--- config.mk ---
export PLATFORM = sky130hd
export DESIGN_NAME = sobel_edge_engine
export DESIGN_NICKNAME = d
export VERILOG_FILES = /design/src/rtl/sobel_edge_engine.sv
export SDC_FILE = /design/constraint.sdc
export NUM_CORES = 2
export LEC_CHECK = 0
export CAP_MARGIN = 40
export CORE_ASPECT_RATIO = 0.9
export CORE_MARGIN = 4
export CORE_UTILIZATION = 40
export CTS_BUF_LIST = sky130_fd_sc_hd__clkbuf_2
export CTS_CLUSTER_DIAMETER = 40
export DETAILED_ROUTE_END_ITERATION = 8
export GPL_ROUTABILITY_DRIVEN = 1
export PLACE_DENSITY = 0.52
export SLEW_MARGIN = 0
export SYNTH_ARGS = -nofsm -noshare
export SYNTH_HDL_FRONTEND = slang
export SYNTH_SLANG_ARGS = --single-unit
--- constraint.sdc ---
create_clock -name clk_50M -period 97.5 [get_ports clk_50M]
set_input_delay 29.25 -clock clk_50M [delete_from_list [all_inputs] [get_ports clk_50M]]
set_output_delay 29.25 -clock clk_50M [all_outputs]
set_load 0.1 [all_outputs]
--- src/rtl/sobel_edge_engine.sv ---
// Streaming Sobel edge engine: reads an IMG_W x IMG_H image from RAM, writes |Gx|+|Gy| (saturated) back.
// Optional macro THRESHOLD_EN adds a threshold input and turns the output into a binary edge map.
module sobel_edge_engine #(
  parameter int IMG_W  = 64,
  parameter int IMG_H  = 64,
  parameter int PIX_W  = 8,
  parameter int ADDR_W = 12
) (
  input  logic              clk_50M,
  input  logic              reset,
  input  logic              clk_start,
  input  logic [ADDR_W-1:0] address_base,
  input  logic [ADDR_W-1:0] address_out,
`ifdef THRESHOLD_EN
  input  logic [PIX_W-1:0]  threshold,
`endif
  output logic [ADDR_W-1:0] address_pixel_in,
  input  logic [PIX_W-1:0]  pixel_in,
  output logic [ADDR_W-1:0] address_pixel_out,
  output logic [PIX_W-1:0]  pixel,
  output logic              wr_en,
  output logic              busy,
  output logic              clk_done
);

  localparam int N  = IMG_W * IMG_H;
  localparam int KW = $clog2(N + 1);
  localparam int CW = $clog2(IMG_W);
  localparam int RW = $clog2(IMG_H);
  localparam int DW = $clog2(IMG_W + 2);
  localparam int GW = PIX_W + 3;

  typedef enum logic [1:0] {IDLE, READ, DRAIN, DONE} state_t;

  state_t            state_q;
  logic [ADDR_W-1:0] addrRd_q, wrAddr_q, nextWr_q;
  logic [KW-1:0]     rdIdx_q, inCnt_q;
  logic              rdValid_q, dataValid_q;
  logic [CW-1:0]     colIn_q;
  logic [RW-1:0]     rowIn_q;
  logic [DW-1:0]     drainLeft_q;
  logic [PIX_W-1:0]  pix_q;
  logic              wrEn_q, busy_q, done_q;
  logic [PIX_W-1:0]  lb1_q [IMG_W];
  logic [PIX_W-1:0]  lb2_q [IMG_W];
  logic [PIX_W-1:0]  w0Top_q, w0Mid_q, w0Bot_q, w1Top_q, w1Mid_q, w1Bot_q;
  logic [PIX_W-1:0]  thr_q;

  logic [PIX_W-1:0]  colTop, colMid;
  logic signed [GW-1:0] gx, gy;
  logic [GW-1:0]     ax, ay;
  logic [PIX_W+3:0]  mag;
  logic [PIX_W-1:0]  satMag;
  logic              border;
  logic [PIX_W-1:0]  pixel_d;

  assign address_pixel_in  = addrRd_q;
  assign address_pixel_out = wrAddr_q;
  assign pixel             = pix_q;
  assign wr_en             = wrEn_q;
  assign busy              = busy_q;
  assign clk_done          = done_q;

  function automatic logic signed [GW-1:0] sx(input logic [PIX_W-1:0] p);
    return $signed({3'b000, p});
  endfunction

  // Right window column is formed on the fly from the line buffers and the incoming pixel.
  always_comb begin
    colTop = lb2_q[colIn_q];
    colMid = lb1_q[colIn_q];
    gx = (sx(colTop) + (sx(colMid) <<< 1) + sx(pixel_in))
       - (sx(w0Top_q) + (sx(w0Mid_q) <<< 1) + sx(w0Bot_q));
    gy = (sx(w0Bot_q) + (sx(w1Bot_q) <<< 1) + sx(pixel_in))
       - (sx(w0Top_q) + (sx(w1Top_q) <<< 1) + sx(colTop));
    ax = gx[GW-1] ? -gx : gx;
    ay = gy[GW-1] ? -gy : gy;
    mag = {1'b0, ax} + {1'b0, ay};
    satMag = (|mag[PIX_W+3:PIX_W]) ? {PIX_W{1'b1}} : mag[PIX_W-1:0];
    // Window columns wrapping across rows, and rows above the image, only ever feed border centres.
    border = (colIn_q < CW'(2)) || (rowIn_q < RW'(2));
`ifdef THRESHOLD_EN
    pixel_d = (mag >= {4'b0000, thr_q}) ? {PIX_W{1'b1}} : '0;
`else
    pixel_d = satMag;
`endif
    if (border) pixel_d = '0;
  end

`ifdef THRESHOLD_EN
  logic [PIX_W-1:0] thr_d;
  assign thr_d = threshold;
`else
  logic [PIX_W-1:0] thr_d;
  assign thr_d = '0;
`endif

  always_ff @(posedge clk_50M or posedge reset) begin
    if (reset) begin
      state_q     <= IDLE;
      addrRd_q    <= '0;
      wrAddr_q    <= '0;
      nextWr_q    <= '0;
      rdIdx_q     <= '0;
      inCnt_q     <= '0;
      rdValid_q   <= 1'b0;
      dataValid_q <= 1'b0;
      colIn_q     <= '0;
      rowIn_q     <= '0;
      drainLeft_q <= '0;
      pix_q       <= '0;
      wrEn_q      <= 1'b0;
      busy_q      <= 1'b0;
      done_q      <= 1'b0;
      thr_q       <= '0;
      w0Top_q <= '0; w0Mid_q <= '0; w0Bot_q <= '0;
      w1Top_q <= '0; w1Mid_q <= '0; w1Bot_q <= '0;
      for (int i = 0; i < IMG_W; i++) begin
        lb1_q[i] <= '0;
        lb2_q[i] <= '0;
      end
    end else begin
      case (state_q)
        IDLE: begin
          wrEn_q <= 1'b0;
          done_q <= 1'b0;
          if (clk_start) begin
            state_q     <= READ;
            busy_q      <= 1'b1;
            addrRd_q    <= address_base;
            nextWr_q    <= address_out;
            thr_q       <= thr_d;
            rdIdx_q     <= '0;
            inCnt_q     <= '0;
            rdValid_q   <= 1'b1;
            dataValid_q <= 1'b0;
            colIn_q     <= '0;
            rowIn_q     <= '0;
          end
        end
        READ: begin
          wrEn_q      <= 1'b0;
          dataValid_q <= rdValid_q;
          if (rdValid_q) begin
            if (rdIdx_q == KW'(N - 1)) begin
              rdValid_q <= 1'b0;
            end else begin
              rdIdx_q  <= rdIdx_q + 1'b1;
              addrRd_q <= addrRd_q + 1'b1;
            end
          end
          if (dataValid_q) begin
            lb2_q[colIn_q] <= colMid;
            lb1_q[colIn_q] <= pixel_in;
            w0Top_q <= w1Top_q; w0Mid_q <= w1Mid_q; w0Bot_q <= w1Bot_q;
            w1Top_q <= colTop;  w1Mid_q <= colMid;  w1Bot_q <= pixel_in;
            if (colIn_q == CW'(IMG_W - 1)) begin
              colIn_q <= '0;
              rowIn_q <= rowIn_q + 1'b1;
            end else begin
              colIn_q <= colIn_q + 1'b1;
            end
            inCnt_q <= inCnt_q + 1'b1;
            if (inCnt_q >= KW'(IMG_W + 1)) begin
              wrEn_q   <= 1'b1;
              pix_q    <= pixel_d;
              wrAddr_q <= nextWr_q;
              nextWr_q <= nextWr_q + 1'b1;
            end
            if (inCnt_q == KW'(N - 1)) begin
              state_q     <= DRAIN;
              drainLeft_q <= DW'(IMG_W + 1);
            end
          end
        end
        DRAIN: begin
          wrEn_q      <= 1'b1;
          pix_q       <= '0;
          wrAddr_q    <= nextWr_q;
          nextWr_q    <= nextWr_q + 1'b1;
          drainLeft_q <= drainLeft_q - 1'b1;
          if (drainLeft_q == DW'(1)) begin
            state_q <= DONE;
            busy_q  <= 1'b0;
            done_q  <= 1'b1;
          end
        end
        DONE: begin
          wrEn_q  <= 1'b0;
          done_q  <= 1'b0;
          state_q <= IDLE;
        end
        default: state_q <= IDLE;
      endcase
    end
  end

endmodule

Word-level counts from Yosys, hierarchy flattened
Cells that the tools add are included.
{"block": "op_classes", "n_lt_le_gt_ge": 5, "n_mux": 62, "eq_ne": 15, "n_reduce_logical": 21, "addsub": 20, "bitwise_logic": 1}
{"op": "bitwise mux 512 bit", "n": 2}
{"op": "binary-select mux 8 bit (select 6 bit)", "n": 2}
{"op": "2-to-1 mux 12 bit", "n": 8}
{"op": "2-to-1 mux 8 bit", "n": 9}
{"op": "2-to-1 mux 13 bit", "n": 4}
{"op": "one-hot mux 13 bit (2 select lines)", "n": 2}
{"op": "demux 8 bit (select 6 bit)", "n": 1}
{"op": "one-hot mux 12 bit (2 select lines)", "n": 2}
{"op": "adder 10 x 8 -> 11 bit", "n": 4}
{"op": "adder 8 x 9 -> 10 bit", "n": 4}
{"op": "one-hot mux 12 bit (3 select lines)", "n": 1}
{"op": "2-to-1 mux 6 bit", "n": 5}
{"op": "adder 13 x 1 -> 13 bit, second input constant", "n": 2}
{"op": "equality test 13 x 12 -> 1 bit, second input constant", "n": 2}
{"op": "adder 12 x 1 -> 12 bit, second input constant", "n": 2}
{"op": "one-hot mux 6 bit (2 select lines)", "n": 2}
{"op": "2-to-1 mux 11 bit", "n": 2}
{"op": "negator 11 bit", "n": 2}
{"op": "subtractor 11 bit", "n": 2}
{"op": "inequality test 2 bit, second input constant", "n": 8}
{"op": "one-hot mux 8 bit (2 select lines)", "n": 1}
{"op": "AND reduction 4 bit", "n": 4}
{"op": "2-to-1 mux 7 bit", "n": 2}
{"op": "one-hot mux 7 bit (2 select lines)", "n": 1}
{"op": "other kinds (26)", "n": 50}
{"block": "totals", "word_cells": 273, "register_bits": 1168}

Logic depth before layout (Yosys ltp)
{"block": "depth", "ltp_word": 16, "mapped_depth": 33, "ltp_nobuf": 26}

Worst setup path after synthesis
No wires, ideal clock.
{"block": "synth_path", "path_type": "input -> register", "start": "input pixel_in[5]", "end": "register pix_q[0] (netlist: pixel[0])", "arrival_time_ns": 34.407, "path_slack_ns": 62.967, "cell_stages": 18, "setup_ns": 0.126, "path_buffers": 1, "required_time_ns": 97.374, "path_cell_list": "clkbuf_1 -> inv_1 -> fa_1 -> fa_1 -> inv_1 -> fa_1 -> ha_1 -> and4_1 -> o21ai_0 -> a21oi_1 -> mux2_2 -> ha_1 -> a211oi_1 -> o21bai_1 -> or4_1 -> mux2i_1 -> o31a_1 -> a221o_1"}
{"block": "synth_via", "elab_chain_len": 11}
{"item": "start, declared", "line_no": "18", "rtl": "input logic [PIX_W-1:0] pixel_in,"}
{"item": "adder 10 x 8 -> 11 bit (on tied branches)", "line_no": "72, 74"}
{"item": "subtractor 11 bit (on tied branches)", "line_no": "73, 75"}
{"item": "negator 11 bit (on tied branches)", "line_no": "76, 77"}
{"item": "2-to-1 mux 11 bit (on tied branches)", "line_no": "76, 77"}
{"item": "adder 11 x 11 -> 12 bit (*)", "line_no": "78", "rtl": "mag = {1'b0, ax} + {1'b0, ay};"}
{"item": "OR reduction 4 bit", "line_no": "79", "rtl": "satMag = (|mag[PIX_W+3:PIX_W]) ? {PIX_W{1'b1}} : mag[PIX_W-1:0];"}
{"item": "2-to-1 mux 8 bit (*)", "line_no": "79"}
{"item": "2-to-1 mux 8 bit (*)", "line_no": "87", "rtl": "if (border) pixel_d = '0;"}
{"item": "2-to-1 mux 8 bit (*)", "line_no": "164", "rtl": "if (inCnt_q >= KW'(IMG_W + 1)) begin"}
{"item": "2-to-1 mux 8 bit (*)", "line_no": "152", "rtl": "if (dataValid_q) begin"}
{"item": "one-hot mux 8 bit (2 select lines) (*)", "line_no": "123", "rtl": "case (state_q)"}
{"item": "end signal, assigned", "line_no": "166", "rtl": "pix_q <= pixel_d;"}
{"item": "end, declared", "line_no": "42", "rtl": "logic [PIX_W-1:0] pix_q;"}
Every way passes the cells marked *; elsewhere a longest branch is shown, timed or not. The select of a mux whose other input is x is not followed.
A chain may end at the register's enable or synchronous reset.

Final worst setup path
Ends and elaborated chain as after synthesis.

==> results_dict.tcl <==
set metrics [dict create \
    status "finished clean" \
    synthCells 5046 \
    criticalPathCategory "in2reg" \
    yosysTopAreaCell "dfrtp_1" \
    ios 70 \
    cp.required_ns 99.04 \
    routed_wl_microns 192000 \
    met1_usage_pct 36.4 \
    cts_hold_buf 0 \
    cp-end-kind "flip-flop" \
    final_antenna_net_count 0 \
    avgViaCountPerCell 5.72 \
    clock_path_buffers 4 \
    globalplace.congestion 0.862 \
    yosysUniqueCellTypes 83 \
    ys_seq_area_share_pct 52.1 \
    p_per_area_nw_per_um2 14.3 \
    grt.busiest_layer "met2" \
    cts.clk_slew.worst_paths_ns 0.09 \
    hold_violations 0 \
    hp-class "reg2reg" \
    ys_seq_elements 1168 \
    fin_ws_ns 63.48 \
    dp_worst_setup_slack_ns 61.87 \
    start_util_pct 40.2 \
    postCtsSetupBuffers 0 \
    grt_antenna_before_repair 10 \
    drt-wirelength-per-cell_microns 26.2 \
    maxCapViolations 0 \
    relSlewSlack_pct 22.4 \
    final.min_clock_period_ns 34.02 \
    grt_max_degree 162 \
    ys_warn_count 0 \
    fmax_ghz 0.0294 \
    worst_pin_slew_ns 1.16 \
    netlist_area_sq_um 56100 \
    netlist.area_leader.share_pct 52.1 \
    synth_common_cells "dfrtp_1, nor2_1, a21oi_1" \
    final.setup_skew_ns 0.185 \
    clockRootBuffer "clkbuf_2" \
    die_h_microns 363 \
    dieWidth_microns 403 \
    dr.pass1.iters 6 \
    grt_use_met2_pct 39.3 \
    synth_ff_type "dfrtp_1" \
    drc_errors 0 \
    synthesis.nets 5194 \
    worstSkewPairLatency_ns 1.73 \
    cp_max_fo 59 \
    core_area_sq_um 139000 \
    slowest_stage "buf_4" \
    crit_path_frequent_cell "fa_1" \
    clock-sinks 1168 \
    vdd_ir_drop_max_v 0.0000103 \
    rows 130 \
    synth_edf_count 0 \
    critPathLaunchType "input pin" \
    io_buffers 69 \
    finalCritPeriodShare_pct 34.9 \
    cts_tree "yes" \
    grt_overflow 0 \
    area_delta_synth_final_pct 11.6 \
    vias 41900 \
    grt_pass1_wl_microns 287000 \
    cts-resized-gates 0 \
    drv_slew 0 \
    grt_use_met3_pct 7.04 \
    max_stage_delay_ns 0.66 \
    synth_most_common_cell "dfrtp_1" \
    drive_above_1_share_pct 27.3 \
    synthArstFlopShare_pct 100 \
    grt_usage_pct 26.3 \
    htreeDepth 5 \
    layout.nets 5408 \
    synth_area_per_cell_sq_um 11.1 \
    path_cells "buf_2, buf_4, inv_1, fa_1, fa_1, inv_1, fa_1, ha_1, and4_1, o21ai_0, a21oi_1, buf_4, mux2_2, ha_1, a211oi_1, o21bai_1, or4_1, mux2i_1, o31a_1, a221o_1" \
    cts_buffers 334 \
    arrival_ns 35.56 \
    grt_pass1_vias 42000 \
    dieArea_sq_um 146000 \
    setup_violations 0 \
    rsz0062_at_grt "no" \
    drt_iter0_drc 3799 \
    hpwl_microns 121000 \
    synthTopCellsByArea "dfrtp_1, mux2_2, a21oi_1, nor2_1, mux4_2" \
    p_leak_nw 29.2 \
    tns_ns 0 \
]
## registers in the layout, summed over array words and instances (netlist names), 2 cells and up
| name | cells |
|---|---|
| w1Bot_q | 8 |
| lb1_q | 512 |
| w1Mid_q | 8 |
| lb2_q | 512 |
| pixel | 8 |
| w0Mid_q | 8 |
| state_q | 2 |
| rowIn_q | 6 |
| colIn_q | 6 |
| w0Top_q | 8 |
| address_pixel_in | 12 |
| rdIdx_q | 13 |
| w0Bot_q | 8 |
| w1Top_q | 8 |
| inCnt_q | 13 |
| nextWr_q | 12 |
| drainLeft_q | 7 |
| address_pixel_out | 12 |
## stage by stage
| step | power (mW) | cell area [sq um] | hold slack (ns) | std cells | utilization, % |
|---|---|---|---|---|---|
| 2_1_floorplan | 0.540 | 56100 | 0.439 | 5046 | - |
| 3_3_place_gp | 0.553 | 58700 | 0.452 | 6711 | 42.1 |
| 3_5_place_dp | 0.555 | 59800 | 0.459 | 6769 | 42.9 |
| 4_1_cts | 0.910 | 62500 | 0.485 | 7318 | 44.8 |
| 5_1_grt | 0.944 | 62500 | 0.499 | 7324 | 44.9 |
| 6_report | 0.897 | 62600 | 0.479 | 7330 | 44.9 |
## cell type report
cell class | count | area, sq um
clock buffer | 492 | 2460
multi-input combinational | 3308 | 24600
tap | 1848 | 2310
timing repair buffer | 300 | 3060
antenna | 9 | 22.5
inverter | 148 | 563
fill | 13300 | 76800
sequential | 1168 | 29200
clock inverter | 57 | 275
## placed cells by master (no fill, tap or decap), drive strengths merged, types with 63 or more instances in the layout
master,count
a21oi,569
a221oi,80
buf,237
clkbuf,493
dfrtp,1168
fa,63
inv,151
mux2,534
mux2i,148
mux4,91
nand2,297
nor2,604
o21ai,213
o22ai,79
## critical path, delay by kind of cell
family / cells / cell delay [ns]
adder cells (fa/ha/maj): 5 / 2.24
AND/OR/NAND/NOR: 2 / 0.72
multiplexers: 2 / 0.46
AO/OA/AOI/OAI: 6 / 1.45
buffers and inverters: 5 / 1.39
## routing by layer
metal	wire, microns	up-vias
met2	84100	1542
li1	-	18500
met4	7540	2
met1	84600	21500
met5	17	-
met3	16000	379
## cells by family (layout without fill, tap and decap cells)
kind of cell    after synthesis  after routing  share of synthesized area, %
xor+xnor                     57             57                         0.891
compound gates             1184           1184                          12.8
buf+inv                     570            997                          4.50
mux                         773            773                          17.0
other cells                   0              9                             0
simple gates               1181           1181                          9.32
flops                      1168           1168                          52.1
fa+ha+maj                   113            113                          3.37
## where the power goes
group | switching (mW) | internal (mW)
clock | 0.214 | 0.137
combinational | 0.0391 | 0.0212
sequential | 0.000548 | 0.485
## final timing paths
| kind | depth (start not counted) | slack, ns | startpoint | endpoint |
|---|---|---|---|---|
| max | 20 | 63.48 | pixel_in[5] | pixel[0] |
| min | 2 | 0.48 | w1Mid_q[0] | w0Mid_q[0] |
| max reg2reg | 28 | 86.74 | colIn_q[1] | pixel[0] |
| min reg2reg | 2 | 0.48 | w1Mid_q[0] | w0Mid_q[0] |
| max in group asynchronous | 5 | 66.44 | reset | lb2_q[454] |
| min in group asynchronous | 2 | 28.10 | reset | pixel[2] |
No activity file was read; power rests on OpenSTA's default activity.
